### src/rtl/ks_pipe_adder.sv
// ks_pipe_adder
//   Pipelined Kogge-Stone parallel-prefix adder/subtractor with a valid/ready
//   stream interface. It accepts one beat per clock and returns one result per
//   clock while the consumer keeps out_ready high.
//
//   Parameters
//     WIDTH     operand width, a power of two in 2..64
//     PIPELINE  1: register after P/G, after every prefix level, and at the output
//               0: register after P/G and at the output only
//
//   Ports
//     clk, rst_n        rising-edge clock, asynchronous active-low reset
//     in_valid/in_ready operand beat handshake
//     in_a, in_b        operands
//     in_cin            carry-in (ignored when in_sub=1)
//     in_sub            1 = A - B
//     out_valid/out_ready result handshake
//     out_sum           sum / difference, modulo 2^WIDTH
//     out_cout          carry out of the MSB (subtract: 1 = no borrow)
//     out_ovf           two's-complement overflow
//
//   Latency: PIPELINE ? log2(WIDTH)+2 : 2 cycles from acceptance to out_valid.
module ks_pipe_adder #(
    parameter int WIDTH    = 16,
    parameter int PIPELINE = 1
) (
    input  logic             clk,
    input  logic             rst_n,
    input  logic             in_valid,
    output logic             in_ready,
    input  logic [WIDTH-1:0] in_a,
    input  logic [WIDTH-1:0] in_b,
    input  logic             in_cin,
    input  logic             in_sub,
    output logic             out_valid,
    input  logic             out_ready,
    output logic [WIDTH-1:0] out_sum,
    output logic             out_cout,
    output logic             out_ovf
);

    localparam int LEVELS = $clog2(WIDTH);

    if (WIDTH < 2 || WIDTH > 64 || (WIDTH & (WIDTH - 1)) != 0) begin : g_bad_width
        $error("ks_pipe_adder: WIDTH must be a power of two in 2..64");
    end

    // The whole pipe moves as one: any stage advances only when the output
    // register is empty or being drained. This keeps in_ready free of any
    // path from in_valid.
    logic w_adv;
    logic r_out_v;

    assign w_adv    = !r_out_v || out_ready;
    assign in_ready = w_adv;

    // ------------------------------------------------------------------
    // Stage 0: operand conditioning and bitwise propagate/generate.
    // ------------------------------------------------------------------
    logic [WIDTH-1:0] w_b;
    logic             w_c0;
    logic [WIDTH-1:0] w_p;
    logic [WIDTH-1:0] w_g;

    assign w_b  = in_sub ? ~in_b : in_b;
    assign w_c0 = in_sub | in_cin;
    assign w_p  = in_a ^ w_b;
    // Carry-in is folded in as a generate at position -1, so the prefix
    // tree produces carries that already include it.
    always_comb begin
        w_g    = in_a & w_b;
        w_g[0] = w_g[0] | (w_p[0] & w_c0);
    end

    logic             r_s0_v;
    logic [WIDTH-1:0] r_s0_p;
    logic [WIDTH-1:0] r_s0_g;
    logic             r_s0_c0;

    always_ff @(posedge clk or negedge rst_n) begin
        if (!rst_n)     r_s0_v <= 1'b0;
        else if (w_adv) r_s0_v <= in_valid;
    end

    always_ff @(posedge clk) begin
        if (w_adv) begin
            r_s0_p  <= w_p;
            r_s0_g  <= w_g;
            r_s0_c0 <= w_c0;
        end
    end

    // ------------------------------------------------------------------
    // Prefix tree. Index k of these buses is the input to level k; index
    // LEVELS is the finished prefix. The bitwise propagate (w_lp0) and c0
    // ride alongside because the final XOR needs them. Group propagate is
    // only needed as input to levels 0..LEVELS-1.
    // ------------------------------------------------------------------
    logic [LEVELS:0][WIDTH-1:0]   w_lg;
    logic [LEVELS-1:0][WIDTH-1:0] w_lp;
    logic [LEVELS:0][WIDTH-1:0]   w_lp0;
    logic [LEVELS:0]              w_lc0;
    logic [LEVELS:0]              w_lv;

    assign w_lg[0]  = r_s0_g;
    assign w_lp[0]  = r_s0_p;
    assign w_lp0[0] = r_s0_p;
    assign w_lc0[0] = r_s0_c0;
    assign w_lv[0]  = r_s0_v;

    for (genvar k = 0; k < LEVELS; k++) begin : g_lvl
        localparam int D = 1 << k;

        logic [WIDTH-1:0] w_go;

        for (genvar i = 0; i < WIDTH; i++) begin : g_gbit
            if (i >= D) begin : g_cmb
                assign w_go[i] = w_lg[k][i] | (w_lp[k][i] & w_lg[k][i-D]);
            end else begin : g_pass
                assign w_go[i] = w_lg[k][i];
            end
        end

        // Group propagate for the next level; the last level has no consumer.
        if (k < LEVELS - 1) begin : g_prop
            logic [WIDTH-1:0] w_po;

            for (genvar i = 0; i < WIDTH; i++) begin : g_pbit
                if (i >= D) begin : g_cmb
                    assign w_po[i] = w_lp[k][i] & w_lp[k][i-D];
                end else begin : g_pass
                    assign w_po[i] = w_lp[k][i];
                end
            end

            if (PIPELINE != 0) begin : g_reg
                logic [WIDTH-1:0] r_p;
                always_ff @(posedge clk) begin
                    if (w_adv) r_p <= w_po;
                end
                assign w_lp[k+1] = r_p;
            end else begin : g_wire
                assign w_lp[k+1] = w_po;
            end
        end

        if (PIPELINE != 0) begin : g_reg
            logic             r_v;
            logic [WIDTH-1:0] r_g;
            logic [WIDTH-1:0] r_p0;
            logic             r_c0;

            always_ff @(posedge clk or negedge rst_n) begin
                if (!rst_n)     r_v <= 1'b0;
                else if (w_adv) r_v <= w_lv[k];
            end

            always_ff @(posedge clk) begin
                if (w_adv) begin
                    r_g  <= w_go;
                    r_p0 <= w_lp0[k];
                    r_c0 <= w_lc0[k];
                end
            end

            assign w_lg[k+1]  = r_g;
            assign w_lp0[k+1] = r_p0;
            assign w_lc0[k+1] = r_c0;
            assign w_lv[k+1]  = r_v;
        end else begin : g_wire
            assign w_lg[k+1]  = w_go;
            assign w_lp0[k+1] = w_lp0[k];
            assign w_lc0[k+1] = w_lc0[k];
            assign w_lv[k+1]  = w_lv[k];
        end
    end

    // ------------------------------------------------------------------
    // Final stage: carry into bit i is the prefix generate of bit i-1
    // (c0 for bit 0). Overflow compares carry into and out of the MSB.
    // ------------------------------------------------------------------
    logic [WIDTH-1:0] w_sum;
    logic             w_cout;
    logic             w_ovf;

    assign w_sum  = w_lp0[LEVELS] ^ {w_lg[LEVELS][WIDTH-2:0], w_lc0[LEVELS]};
    assign w_cout = w_lg[LEVELS][WIDTH-1];
    assign w_ovf  = w_cout ^ w_lg[LEVELS][WIDTH-2];

    logic [WIDTH-1:0] r_sum;
    logic             r_cout;
    logic             r_ovf;

    always_ff @(posedge clk or negedge rst_n) begin
        if (!rst_n) begin
            r_out_v <= 1'b0;
            r_sum   <= '0;
            r_cout  <= 1'b0;
            r_ovf   <= 1'b0;
        end else if (w_adv) begin
            r_out_v <= w_lv[LEVELS];
            r_sum   <= w_sum;
            r_cout  <= w_cout;
            r_ovf   <= w_ovf;
        end
    end

    assign out_valid = r_out_v;
    assign out_sum   = r_sum;
    assign out_cout  = r_cout;
    assign out_ovf   = r_ovf;

endmodule

### config.mk
export PLATFORM = sky130hd
export DESIGN_NAME = ks_pipe_adder
export DESIGN_NICKNAME = d
export VERILOG_FILES = /design/src/rtl/ks_pipe_adder.sv
export SDC_FILE = /design/constraint.sdc
export NUM_CORES = 1
export LEC_CHECK = 0
export ABC_AREA = 1
export BUFFER_PORTS_ARGS = -buffer_cell sky130_fd_sc_hd__buf_4
export CAP_MARGIN = 30
export CORE_MARGIN = 2
export CORE_UTILIZATION = 50
export CTS_CLUSTER_SIZE = 24
export DETAILED_ROUTE_END_ITERATION = 12
export PLACE_DENSITY_LB_ADDON = 0.3
export SYNTH_ARGS = -nofsm -noshare
export SYNTH_HDL_FRONTEND = slang
export SYNTH_SLANG_ARGS = --single-unit
export TNS_END_PERCENT = 20
### constraint.sdc
create_clock -name clk -period 4.1 [get_ports clk]
set_input_delay 0.205 -clock clk [delete_from_list [all_inputs] [get_ports clk]]
set_output_delay 0.205 -clock clk [all_outputs]
set_load 0.01 [all_outputs]
* Word-level counts from Yosys, hierarchy flattened *
Cells that the tools add are included.

cells by class
  add/sub/neg operators = 0
  multipliers = 0
  div/mod/pow operators = 0
  magnitude comparators = 0
  equal/unequal tests = 0
  shifts and indexed selects = 0
  multiplexer cells = 1
  bitwise logic cells = 147
  reductions and logical operators = 2

operators by type and width
  operator            count
  $and A1 B1 Y1       91
  $or A1 B1 Y1        51
  $xor A16 B16 Y16    2
  $and A16 B16 Y16    1
  $mux W16            1
  $not A16 Y16        1
  $logic_not A1 Y1    1
  $logic_or A1 B1 Y1  1
  $xor A1 B1 Y1       1

storage, ports and cells
  flip-flop bits (word level) = 237
  latch bits = 0
  bits in writable memories = 0
  ROM bits = 0
  input bits = 38
  output and inout port bits = 20
  word-level logic and storage cells = 177
  memories kept = 0

* Longest topological paths before layout *
Gate-level depths: netlist of run 1.

  depth in word-level cells = 5
  depth in mapped cells = 5
  depth with buffers taken out = 4

* Worst setup path after synthesis of run 1 *
Ideal clock, no wire load.

  path kind = reg-to-reg
  from = register r_out_v (netlist: out_valid)
  to = register g_lvl[0].g_prop.g_reg.r_p[0], enable pin
  setup time = 423 ps
  data arrival time = 1971 ps
  data required time = 3677 ps
  setup slack = 1706 ps
  stages on the path, launching flop included = 3
  path buffers = 1
  clock period less this slack = 2394 ps
  path through = dfrtp_1 > nand2_4 > buf_4

on the way
  cells in the longest elaborated chain, start to end = 2

ends and longest elaborated chain
  what                    line  RTL
  from (decl)             52    logic r_out_v;
  from (signal assigned)  201   r_out_v <= w_lv[LEVELS];
  $logic_not A1 Y1        54    assign w_adv = !r_out_v || out_ready;
  $logic_or A1 B1 Y1      54
  via in_ready            30    output logic in_ready,
  to (signal assigned)    139   if (w_adv) r_p <= w_po;
  to (decl)               137   logic [WIDTH-1:0] r_p;

The timed path passes the listed nets, and every way through them passes these cells.
A chain may end at the register's enable or synchronous reset.

* Worst setup path after layout of run 1 *
  from = register r_out_v (netlist: out_valid)
  to = output port in_ready

on the way
  cells in the longest elaborated chain, start to end = 2

ends and longest elaborated chain
  what                line
  $logic_not A1 Y1    54
  $logic_or A1 B1 Y1  54
  to (decl)           30

No other way between the ends.

==> run summary, run 1 <==
TritonRoute pass-1 iters: 4
RSZ-0062 raised after global routing: no
Yosys reg bits: 223
part of the cycle the worst path needs: 50.24%
Die Wd: 132.7 um
diode count: 0
initial antenna violation count: 0
Lkg Pwr: 0.004497 uW
clk buf depth: 3
# DRC: 0
CP cell instances: nand2_8, buf_16, buf_4
largest net degree at the start of global routing: 143
CP Class: register to output port
Synth top cells by count: edfxtp_1 (199), nand2_1 (171), inv_1 (95)
Synth area leader: edfxtp_1
Vias per Instance: 4.524
mean area per synthesized cell: 14.42 sq um
layout cells sized above 1: 13.99%
Die Footprint: 17,600 sq um
Synth warnings: 0
core area: 16,410 sq um
MaxCap Viol Count: 0
vias: 4,099
fmax: 0.4854 GHz
CTS root buf: clkbuf_16
H-tree levels: 1
synthesized area: 8275 sq um
clock latency on the worst-skew pair: 0.50 ns
PD cells: 752.4 nW/um^2
post-DR wirelength/cell: 12.24 um
Max Slew Vio Count: 0
Cells after Synth: 574
Worst-path clk slew: 0.06 ns
register area share after synthesis: 79.47%
Initial Utilization: 50.44%
Synth async-reset ratio: 10.76%
status: finished, final reports clean
GPL Wtd Cong: 0.7837
Post-Route WL: 11,090 um
Netlist cell types: 15
All-Layer GR Usage: 13.19%
port bufs: 57
final hold violation count: 0
GRT overflow: 0
number of I/O pins: 58
fin nets: 723
TNS Setup: 0 ns
WHS: 0.01948 ns
CTS Buf Count: 23
slowest CP cell: dfrtp_1
slowest stage delay, CP: 0.45 ns
number of clock sinks: 223
Layout Area Growth over Synthesis: 19.64%
most common cell in the netlist: edfxtp_1
Peak VDD IR: 0.3541 mV
Synth Net Count: 628
share of the synthesized area in the top cell type: 72.21%
worst path required time: 3.89 ns
slew margin rel.: 56.06%
die height: 132.7 um
Worst setup EP type: output port
worst slew pin tran: 0.6591 ns
Area contributors post-synth: edfxtp_1 (72%), nand2_1 (7.8%), dfrtp_1 (7.3%), inv_1 (4.3%), ha_1 (2.4%)
crit path DAT: 1.85 ns
Post-synth EDFFs: 199
first-pass GRT wire length: 18,850 um
row cnt: 47
post_cts resized: 0
vias in the first global route: 4,039
Tmin final: 2.060 ns
min-delay worst type: input pin to register
CP startpoint kind: register
ys flop type: edfxtp_1
initial drt markers: 227
Worst Skew: 0.005578 ns
post-DP HPWL: 7021 um
crit-path max FO: 141
CTS tree: yes
Final Setup Violations: 0
Routed Antenna Nets: 0
## metal layers
layer / global-route usage, % / routed length, um / vias up / part of all wire (%)
li1: - / - / 2096 / -
met1: 17.19 / 4782 / 1882 / 43
met2: 21.99 / 5494 / 95 / 50
met3: 2.912 / 567 / 26 / 5.1
met4: 4.839 / 245 / 0 / 2.2
met5: 0 / 0 / - / 0
## final cells by class
cell class / count / area (sq um)
Sequential cell: 223 / 6576
Fill cell: 1218 / 6506
Multi-Input combinational cell: 248 / 1287
Timing Repair Buffer: 76 / 628.1
Clock buffer: 33 / 623.1
Inverter: 97 / 364.1
Tap cell: 220 / 275.3
Clock inverter: 9 / 146.4
## cells by family (layout without fill, tap and decap cells)
| group | Yosys count | count (layout) | share of synthesized area [%] |
|---|---|---|---|
| XOR/XNOR | 16 | 16 | 1.693 |
| flip-flops | 223 | 223 | 79.47 |
| AO/OA/AOI/OAI | 25 | 25 | 2.207 |
| adder cells (fa/ha/maj) | 16 | 16 | 2.419 |
| buffers and inverters | 103 | 215 | 5.080 |
| AND/OR/NAND/NOR | 191 | 191 | 9.132 |
## registers in the layout, indices dropped and copies added (netlist names), 4 cells and up
name,count
g_lvl.g_reg.r_g,64
r_s0_g,16
g_lvl.g_reg.r_p0,61
g_lvl.g_prop.g_reg.r_p,37
out_sum,16
g_lvl.g_reg.r_c0,4
g_lvl.g_reg.r_v,4
r_s0_p,16
## placed cells by master, fill, tap and decap left out, drive strengths merged
master	n
nand3	17
a21o	23
clkbuf	33
dfrtp	24
edfxtp	199
ha	16
dlygate4sd3	15
clkinv	4
nor2	1
o21ai	2
xor2	16
inv	98
bufinv	4
or2	1
nand2	172
buf	61
## where the power goes
part	switching, uW	internal, uW
registers	468	3760
logic	666	475
clock network	773	1310
total	1910	5540
## worst paths after layout
kind	startpoint	slack (ns)	end	depth (start not counted)
worst max-delay path	out_valid	2.04	in_ready	3
worst min-delay path	in_a[12]	0.02	r_s0_p[12]	2
worst max register to register	out_valid	2.16	g_lvl[2].g_prop.g_reg.r_p[8]	3
worst min register to register	g_lvl[1].g_reg.r_p0[1]	0.41	g_lvl[2].g_reg.r_p0[1]	0
max in group asynchronous	rst_n	3.71	out_sum[13]	2
min in group asynchronous	rst_n	0.14	out_sum[1]	2
## critical path, delay by kind of cell, from the launching register on
| family | cells | cell delay [ns] |
|---|---|---|
| buffers and inverters | 2 | 0.68 |
| flip-flops | 1 | 0.45 |
| AND/OR/NAND/NOR | 1 | 0.11 |
## stage by stage
stage	total power [uW]	setup WS (ns)	cell area [sq um]	util, %	cells
2_1_floorplan	4888	1.706	8275	-	574
3_3_place_gp	5339	2.063	8954	54.57	848
3_5_place_dp	5412	2.014	8954	54.57	848
4_1_cts	7532	1.880	9873	60.18	905
5_1_grt	7906	1.971	9901	60.34	906
6_report	7450	2.040	9901	60.34	906
## repair_timing
item | 4_1_cts | 5_1_grt
endpoints found under the setup margin | 0 | 0
setup buffers | 0 | 0
hold buffers | 15 | 0
hold endpoints to repair | 41 | 0
Note: power is estimated with default switching activity, not from simulation.
==> inputs of run 2 (changes only) <==
- ABC_AREA: 1 -> 0
- clock period: 4.1 -> 1.9 ns (I/O delays scaled with it)
==> run summary, run 2 <==
status: finished, final reports clean
initial antenna violation count: 0
TritonRoute pass-1 iters: 4
Largest regs: g_lvl.g_reg.r_g (64), g_lvl.g_reg.r_p0 (61), g_lvl.g_prop.g_reg.r_p (37)
Yosys reg bits: 223
register share of total power: 55.3%
Routed Antenna Nets: 0
row cnt: 46
placed cell area: 8827 sq um
Worst-path clk slew: 0.06 ns
GRT overflow: 0
WHS: 0.04876 ns
Post-synth EDFFs: 199
H-tree levels: 1
Pint: 11,930 uW
Initial Utilization: 50.88%
vias: 3,342
final hold violation count: 0
# DRC: 0
number of clock sinks: 223
crit-path max FO: 36
fin nets: 545
CTS Buf Count: 22
slew margin rel.: 70.04%
Tmin final: 1.789 ns
CP Class: register to output port
post-CTS setup buffers: 0
Worst setup EP type: output port
largest net degree at the start of global routing: 78
worst path required time: 1.80 ns
Synth top cells by count: edfxtp_1 (199), a21o_1 (50), and2_1 (34)
post-DR wirelength/cell: 14.68 um
clock latency on the worst-skew pair: 0.49 ns
synthesized area: 8053 sq um
first-pass GRT wire length: 17,570 um
Worst setup startpoint: out_valid
Final WS setup: 0.1107 ns
ys flop type: edfxtp_1
most frequent cells in the layout: edfxtp_1 (199), buf_4 (60), a21o_1 (50)
Die Wd: 130.9 um
PD cells: 1582 nW/um^2
Vias per Instance: 4.622
RSZ-0062 raised after global routing: no
Synth async-reset ratio: 10.76%
switch share: 23.12%
Post-Route WL: 10,610 um
register area share after synthesis: 81.67%
diode count: 0
Die Footprint: 17,140 sq um
number of I/O pins: 58
vias in the first global route: 3,585
Largest register FFs: 64
clk buf depth: 3
FF-to-FF End: g_lvl[1].g_reg.r_g[0]
Synth area leader: edfxtp_1
Post-Place Worst Slack: 0.4859 ns
register area: 6576 sq um
core area: 15,830 sq um
Layout Area Growth over Synthesis: 21.88%
mean area per synthesized cell: 20.81 sq um
crit path to: in_ready
Comb pwr share: 16.2%
part of the cycle the worst path needs: 94.17%
Multi-input gate area: 1430 sq um
min-delay worst type: input pin to register
post-DP HPWL: 6961 um
fmax: 0.5589 GHz
Tot Pwr: 15,520 uW
# fillers: 1,103
switching power total: 3589 uW
Peak VDD IR: 0.7141 mV
CP startpoint kind: register
Final Setup Violations: 0
port bufs: 57
die height: 130.9 um
clock power share: 28.4%
final instance area: 9814 sq um
commonest non-fill, non-tap cell in the layout: edfxtp_1
r2r setup slk: 0.47 ns
initial drt markers: 194
share of the synthesized area in the top cell type: 74.21%
Synth Net Count: 441
Max Slew Vio Count: 0
layout cells sized above 1: 24.85%
MaxCap Viol Count: 0
Most flops, register: g_lvl.g_reg.r_g
Area contributors post-synth: edfxtp_1 (74%), dfrtp_1 (7.5%), a21o_1 (4.7%), xor2_1 (3.6%), mux2_4 (3.4%)
Synth warnings: 0
GPL Wtd Cong: 0.7197
Netlist cell types: 14
TNS Setup: 0 ns
Lkg Pwr: 0.003973 uW
worst r2r src: out_valid
All-Layer GR Usage: 13.24%
CTS tree: yes
Cells after Synth: 387
crit path DAT: 1.69 ns
worst slew pin tran: 0.4494 ns
Worst Skew: 0.007234 ns
CTS root buf: clkbuf_16
most common cell in the netlist: edfxtp_1
R2R depth: 2
run 2: cell types whose count changed in the layout (fill, tap and decap cells not counted), moves of 3 or more:
cell,change
mux2_2,+5
xor2_1,+17
buf_12,+4
and2_1,+34
dlygate4sd3_1,+4
nand2_1,-171
mux2_4,+18
clkbuf_1,-7
clkbuf_8,+3
clkinv_2,+3
inv_1,-95
nand3_1,-17
a21o_1,+27
run 2: how the worst min path moves through the flow:
stage                  start                 end  slack (ns)  depth (start not counted)
floorplan              rst_n  g_lvl[0].g_reg.r_v       -0.20                          0
global placement       rst_n          out_sum[1]       0.005                          1
detailed placement     rst_n          out_sum[0]        0.02                          1
CTS                  in_b[7]           r_s0_p[7]        0.03                          3
global route        in_b[11]          r_s0_p[11]        0.06                          3
finish               in_b[7]           r_s0_p[7]        0.05                          3
run 2: worst max-delay path, cell delays in order, from the launching register on:
cell      delay (ns)
dfrtp_1         0.40
nand2b_4        0.21
buf_12          0.20
buf_16          0.22
buf_4           0.15
run 2: kinds of logic (layout without fill, tap and decap cells):
| group | after synthesis | in the layout | share of synthesized area, % |
|---|---|---|---|
| adders and majority gates | 16 | 16 | 2.486 |
| buffers and inverters | 5 | 125 | 0.5748 |
| muxes | 23 | 23 | 4.055 |
| xor gates and xnor gates | 33 | 33 | 3.589 |
| DFF | 223 | 223 | 81.67 |
| and+or+nand+nor | 37 | 37 | 2.968 |
| AOI/OAI and AO/OA | 50 | 50 | 4.661 |
run 2: timing repair:
action,4_1_cts,5_1_grt
endpoints found under the setup margin,0,1
hold buffers,19,0
gates resized for setup,0,1
hold endpoints to repair,58,0
run 2: stage by stage:
stage	instances	util (%)
5_1_grt	723	62.01
2_1_floorplan	387	-
3_3_place_gp	663	55.77
4_1_cts	722	61.80
6_report	723	62.01
3_5_place_dp	663	55.77
run 2: metal layers:
metal | part of all wire, % | GRT usage, %
met4 | 2.1 | 5.820
met1 | 43 | 16.78
met2 | 51 | 22.52
met5 | 0 | 0
met3 | 4.1 | 2.484
run 2: final cells by class:
cell class	instances	share of cell area (%)
multi-input cells	159	14.57
repair buffers	85	7.879
well taps	216	2.754
flip-flops and latches	223	67.01
clock inverters	11	1.288
clock buffers	29	6.502
run 2: power by group through the flow:
stage | logic, uW | registers [uW] | clock network [uW]
after global placement | 2400 | 8650 | 0
after floorplan | 1580 | 8470 | 0
after CTS | 2530 | 8630 | 4540
final | 2520 | 8590 | 4410
after global routing | 2790 | 8830 | 4750
after detailed placement | 2480 | 8720 | 0
